## src/rtl/rf_pkg.sv

```systemverilog
// Shared definitions for the multi-port register file: scrub FSM states and
// default geometry.
package rf_pkg;

  typedef enum logic [1:0] {
    RF_IDLE,
    RF_SCRUB,
    RF_DONE
  } rf_state_e;

  localparam int XLEN_DEF = 32;
  localparam int NREG_DEF = 32;

endpackage

```

## src/rtl/rf_scrub_ctrl.sv

```systemverilog
// Scrub sequencer: walks the array one entry per cycle, emitting a zeroing
// write, then pulses scrub_done for a single cycle.
module rf_scrub_ctrl
  import rf_pkg::*;
#(
  parameter int NREG     = NREG_DEF,
  parameter int ZERO_REG = 1,
  localparam int AW      = $clog2(NREG)
) (
  input  logic          clk,
  input  logic          clr,
  input  logic          i_scrub_start,
  output logic          o_scrub_we,
  output logic [AW-1:0] o_scrub_addr,
  output logic          o_busy,
  output logic          o_scrub_done
);

  // Entry 0 is never written when it is hardwired, so the walk can skip it.
  localparam logic [AW-1:0] FIRST_IDX = (ZERO_REG != 0) ? AW'(1) : '0;
  localparam logic [AW-1:0] LAST_IDX  = AW'(NREG - 1);

  rf_state_e     r_state, w_state_nxt;
  logic [AW-1:0] r_cnt, w_cnt_nxt;

  // NOTE: state registers use non-blocking assignments so every flop samples
  // the pre-edge value of the others, independent of process ordering.
  always_ff @(posedge clk or posedge clr) begin
    if (clr) begin
      r_state <= RF_IDLE;
      r_cnt   <= '0;
    end else begin
      r_state <= w_state_nxt;
      r_cnt   <= w_cnt_nxt;
    end
  end

  // NOTE: every output of this block gets a default first, so no path through
  // the case statement can leave a signal unassigned and infer a latch.
  always_comb begin
    w_state_nxt  = r_state;
    w_cnt_nxt    = r_cnt;
    o_scrub_we   = 1'b0;
    o_busy       = 1'b0;
    o_scrub_done = 1'b0;
    case (r_state)
      RF_IDLE: begin
        if (i_scrub_start) begin
          w_state_nxt = RF_SCRUB;
          w_cnt_nxt   = FIRST_IDX;
        end
      end
      RF_SCRUB: begin
        o_scrub_we = 1'b1;
        o_busy     = 1'b1;
        if (r_cnt == LAST_IDX) begin
          w_state_nxt = RF_DONE;
        end else begin
          w_cnt_nxt = r_cnt + AW'(1);
        end
      end
      RF_DONE: begin
        o_scrub_done = 1'b1;
        w_state_nxt  = RF_IDLE;
      end
      default: w_state_nxt = RF_IDLE;
    endcase
  end

  assign o_scrub_addr = r_cnt;

endmodule

```

## src/rtl/regfile_mp.sv

```systemverilog
// Parametrised multi-read-port register file with hardwired zero entry,
// optional write bypass, optional registered reads and a scrub engine.
module regfile_mp
  import rf_pkg::*;
#(
  parameter int XLEN     = XLEN_DEF,
  parameter int NREG     = NREG_DEF,
  parameter int NRD      = 2,
  parameter int ZERO_REG = 1,
  parameter int BYPASS   = 1,
  parameter int REG_READ = 0,
  localparam int AW      = $clog2(NREG)
) (
  input  logic                clk,
  input  logic                clr,
  input  logic [NRD*AW-1:0]   rd_addr,
  output logic [NRD*XLEN-1:0] rd_data,
  input  logic                we,
  input  logic [AW-1:0]       wr_addr,
  input  logic [XLEN-1:0]     wr_data,
  output logic                wr_ready,
  input  logic                scrub_start,
  output logic                busy,
  output logic                scrub_done
);

  logic [XLEN-1:0] r_mem [NREG];

  logic          w_scrub_we;
  logic [AW-1:0] w_scrub_addr;
  logic          w_wr_commit;

  rf_scrub_ctrl #(
    .NREG     (NREG),
    .ZERO_REG (ZERO_REG)
  ) u_scrub (
    .clk           (clk),
    .clr           (clr),
    .i_scrub_start (scrub_start),
    .o_scrub_we    (w_scrub_we),
    .o_scrub_addr  (w_scrub_addr),
    .o_busy        (busy),
    .o_scrub_done  (scrub_done)
  );

  assign wr_ready    = ~busy;
  assign w_wr_commit = we && wr_ready && !((ZERO_REG != 0) && (wr_addr == '0));

  // NOTE: the array is reset explicitly because reset must read as all-zero
  // immediately; this keeps it in flops rather than a RAM macro.
  always_ff @(posedge clk or posedge clr) begin
    if (clr) begin
      for (int i = 0; i < NREG; i++) r_mem[i] <= '0;
    end else begin
      // Writes and scrub writes are exclusive: writes need !busy.
      if (w_wr_commit) r_mem[wr_addr] <= wr_data;
      if (w_scrub_we)  r_mem[w_scrub_addr] <= '0;
    end
  end

  for (genvar gi = 0; gi < NRD; gi++) begin : g_rd
    logic [AW-1:0] w_addr;
    logic          w_zero;
    logic          w_hit;

    assign w_addr = rd_addr[gi*AW +: AW];
    assign w_zero = (ZERO_REG != 0) && (w_addr == '0);
    assign w_hit  = w_wr_commit && (wr_addr == w_addr);

    if (REG_READ != 0) begin : g_reg
      logic [XLEN-1:0] r_rd;
      // Capture the post-edge contents, so a same-edge write is always seen.
      always_ff @(posedge clk or posedge clr) begin
        if (clr)                                          r_rd <= '0;
        else if (w_zero)                                  r_rd <= '0;
        else if (w_hit)                                   r_rd <= wr_data;
        else if (w_scrub_we && (w_scrub_addr == w_addr)) r_rd <= '0;
        else                                              r_rd <= r_mem[w_addr];
      end
      assign rd_data[gi*XLEN +: XLEN] = r_rd;
    end else begin : g_comb
      assign rd_data[gi*XLEN +: XLEN] = w_zero                     ? '0      :
                                        ((BYPASS != 0) && w_hit)   ? wr_data :
                                                                     r_mem[w_addr];
    end
  end

endmodule

```

## config.mk

```make
export PLATFORM = sky130hd
export DESIGN_NAME = regfile_mp
export DESIGN_NICKNAME = d
export VERILOG_FILES = /design/src/rtl/rf_pkg.sv /design/src/rtl/rf_scrub_ctrl.sv /design/src/rtl/regfile_mp.sv
export SDC_FILE = /design/constraint.sdc
export NUM_CORES = 2
export LEC_CHECK = 0
export CORE_ASPECT_RATIO = 1.1
export CORE_MARGIN = 2
export CORE_UTILIZATION = 57
export CTS_CLUSTER_SIZE = 10
export DETAILED_ROUTE_END_ITERATION = 12
export HOLD_SLACK_MARGIN = 0.08
export PLACE_DENSITY = 0.74
export SLEW_MARGIN = 20
export SYNTH_ARGS = -nofsm -noshare
export SYNTH_HDL_FRONTEND = slang
export SYNTH_SLANG_ARGS = --single-unit
```

## constraint.sdc

```tcl
create_clock -name clk -period 47 [get_ports clk]
set_clock_uncertainty 0.05 [all_clocks]
set_input_delay 7.05 -clock clk [delete_from_list [all_inputs] [get_ports clk]]
set_output_delay 7.05 -clock clk [all_outputs]
set_load 0.01 [all_outputs]
```

==> results by group <==
Status
  • Status: complete, no violations

Final layout
  • Core Util, Final: 0.624
  • Final nets: 6061
  • Design area: 0.0637 mm²
  • Fraction of layout cells with a size suffix above 1: 0.155
  • Area growth from synthesis to layout: 8.46%

STA
  • Worst setup margin: 28.29 ns
  • Worst Tran Pin Value: 1.35 ns
  • Post-layout min period: 18.71 ns
  • Final setup fails: 0
  • Fin crit share: 0.398
  • Max frequency: 53.5 MHz
  • Fin. Hold Viols: 0
  • Setup TNS Final: 0 ns
  • Slew Limit Fails: 0
  • Unrepaired setup endpoints after global routing: false
  • Rel. slew slack: 0.0799

Route
  • ANT nets after route: 0
  • Initial DRT Pass Iterations: 7
  • WL/cell: 32.0 µm
  • Vias per cell: 7.31
  • Residual DRC count: 0
  • Final wirelength: 237 mm
  • Starting DRT DRC Count: 9330
  • Total number of vias: 54200

Placed design
  • Final HPWL from detailed placement: 135 mm
  • Routability-driven placement congestion ratio: 0.970
  • Number of port buffers: 117
  • Post-DP Area: 0.0606 mm²
  • Dpl ws: 28.44 ns

Clocking
  • CTS sink cnt: 1031
  • Post-CTS Resized: 0
  • Post-CTS Setup Bufs: 0
  • Max clock buf depth: 3
  • Clk Latency, worst-skew pair: 0.72 ns
  • # hold bufs at CTS: 0
  • TritonCTS Buffers: 115
  • Reg clk slew, reported paths: 0.06 ns
  • CTS root buffer: clkbuf_16
  • TritonCTS clock tree: done
  • # H-tree levels: 3

Setup path
  • Reg2Reg Setup Slack: 43.73 ns
  • Worst setup path class: in -> out
  • Biggest cell delay along the critical path: 0.87 ns
  • Critical path fanouts, max: 69
  • CP arrival: 11.61 ns
  • Worst setup SP type: input port
  • Critical path endpoint category: primary output
  • Worst-path cell chain: buf_8 > buf_4 > buf_4 > mux4_2 > mux4_2 > nor2_1 > o31ai_2 > clkdlybuf4s50_1
  • Worst Path Required: 39.90 ns
  • Slowest CP cell: o31ai_2

Global route
  • Total grt overflow: 0
  • Initial antenna violation count: 15
  • Vias in the first global route: 53100
  • Global-route wire length before repair: 347 mm
  • Gr usage total: 0.449
  • Largest net degree at the start of global routing: 160

Power and ir drop
  • PwrDens: 38.8 mW/mm²
  • Sw frac: 0.325
  • Peak VDD IR: 0.0301 mV
  • Cell-internal power: 0.00167 W
  • Lkg Pwr: 26.7 nW
  • Comb pwr share: 0.225
  • Net Switching: 0.000804 W
  • Clk pwr share: 0.329
  • Flop pwr share: 0.446

Logic synthesis
  • Distinct cells, synth: 60
  • Synth top cells by count: nand2_1 (2164), a21oi_1 (1042), dfrtp_1 (1031)
  • Syn Area/Cell: 9.40 µm²
  • Count leader, synth: nand2_1
  • Synth top area cells: dfrtp_1 (44%), mux4_2 (16%), nand2_1 (14%)
  • Mapped Cells: 6251
  • Register area share after synthesis: 0.439
  • Post-Synthesis Net Count: 6307
  • Cell taking the most area after synthesis: dfrtp_1
  • Ys async rst share: 1.00
  • Ys Warns: 0
  • Post-synthesis register bit count: 1031
  • Post-synth EDFFs: 0
  • Synth top area share: 0.439
  • Post-Syn Area: 0.0588 mm²
  • Main synth FF type: dfrtp_1

Die
  • Core area: 0.102 mm²
  • Starting Density: 0.575
  • Top Ports: 118
  • Die H: 341 µm
  • Num rows: 123
  • Die area: 0.106 mm²
  • Die width: 310 µm

Worst hold path
  • Hold Crit Class: reg -> reg

Job
  • Number of max-cap violations: 0
final timing paths:
path                                    start     endpoint  cells past startpoint
max in group asynchronous                 clr   r_mem[654]                      5
max reg2reg                u_scrub.r_state[0]   r_mem[217]                      7
max                                rd_addr[5]  rd_data[34]                      8
min in group asynchronous                 clr   r_mem[874]                      2
min reg2reg                       r_mem[1023]  r_mem[1023]                      1
min                               r_mem[1023]  r_mem[1023]                      1
cell usage in the layout, fill, tap and decap left out, drive strengths merged, types with 5 or more instances in the layout:
cell type,instances
a21o,34
a21oi,1042
ha,5
nor3,26
o22ai,71
nor2,105
xnor2,6
o21ai,31
o221ai,26
nand2,2164
o31ai,23
dfrtp,1031
nand2b,15
a221o,6
mux4,408
clkdlybuf4s50,107
o211ai,16
or2,21
a221oi,36
nand3,11
or3b,6
clkinv,5
nor2b,13
nor4,5
inv,10
a22oi,7
buf,188
a2111oi,17
o22a,10
nand3b,5
a32o,10
or3,7
mux2,104
and2,35
clkbuf,138
a211o,28
mux2i,212
cell type report:
cell class                      instances  area [µm²]
Fill cell                            8364       38400
Multi-Input combinational cell       4550       30500
Sequential cell                      1031       25800
Clock buffer                          136        3050
Timing Repair Buffer                  297        2580
Tap cell                             1375        1720
Clock inverter                          6        70.1
Inverter                               10        45.0
Antenna cell                            4        10.0
state kept, by name, indices dropped and copies added (netlist names):
name and cells:
u_scrub.r_state 2, u_scrub.o_scrub_addr 5, r_mem 1024
kinds of logic (layout without fill, tap and decap cells):
logic type | after synthesis | count (layout) | share of synthesized area
DFF | 1031 | 1031 | 0.439
other | 0 | 4 | 0
adders and majority gates | 5 | 5 | 0.00106
buffers and inverters | 670 | 449 | 0.0508
and+or+nand+nor | 2433 | 2433 | 0.163
xor gates and xnor gates | 10 | 10 | 0.00149
AOI/OAI and AO/OA | 1378 | 1378 | 0.132
muxes | 724 | 724 | 0.212
per-stage QoR:
stage / std cells / total power [W] / hold WS [ns]
after global placement: 7261 / 0.00162 / 0.436
after CTS: 7405 / 0.00243 / 0.457
after detailed placement: 7263 / 0.00164 / 0.442
after global routing: 7405 / 0.00254 / 0.477
after floorplan: 6251 / 0.00144 / 0.417
final: 7409 / 0.00247 / 0.461
power by group through the flow:
stage	Sequential, W	Combinational, W	Clock, W
2_1_floorplan	0.00108	0.000358	0
3_3_place_gp	0.00110	0.000518	0
3_5_place_dp	0.00111	0.000531	0
4_1_cts	0.00110	0.000533	0.000805
5_1_grt	0.00111	0.000582	0.000841
6_report	0.00110	0.000557	0.000815
layer usage:
metal | GRT usage | routed length [µm]
met1 | 0.554 | 75300
met2 | 0.628 | 98600
met3 | 0.202 | 42100
met4 | 0.316 | 21200
met5 | 0.00182 | 122
worst max-delay path: cells and delay by family:
kind                   cells  cell delay, ns
AOI/OAI and AO/OA          1            0.87
and+or+nand+nor            1            0.06
muxes                      2            0.60
buffers and inverters      4            2.93
(Power assumes the default switching activity.)
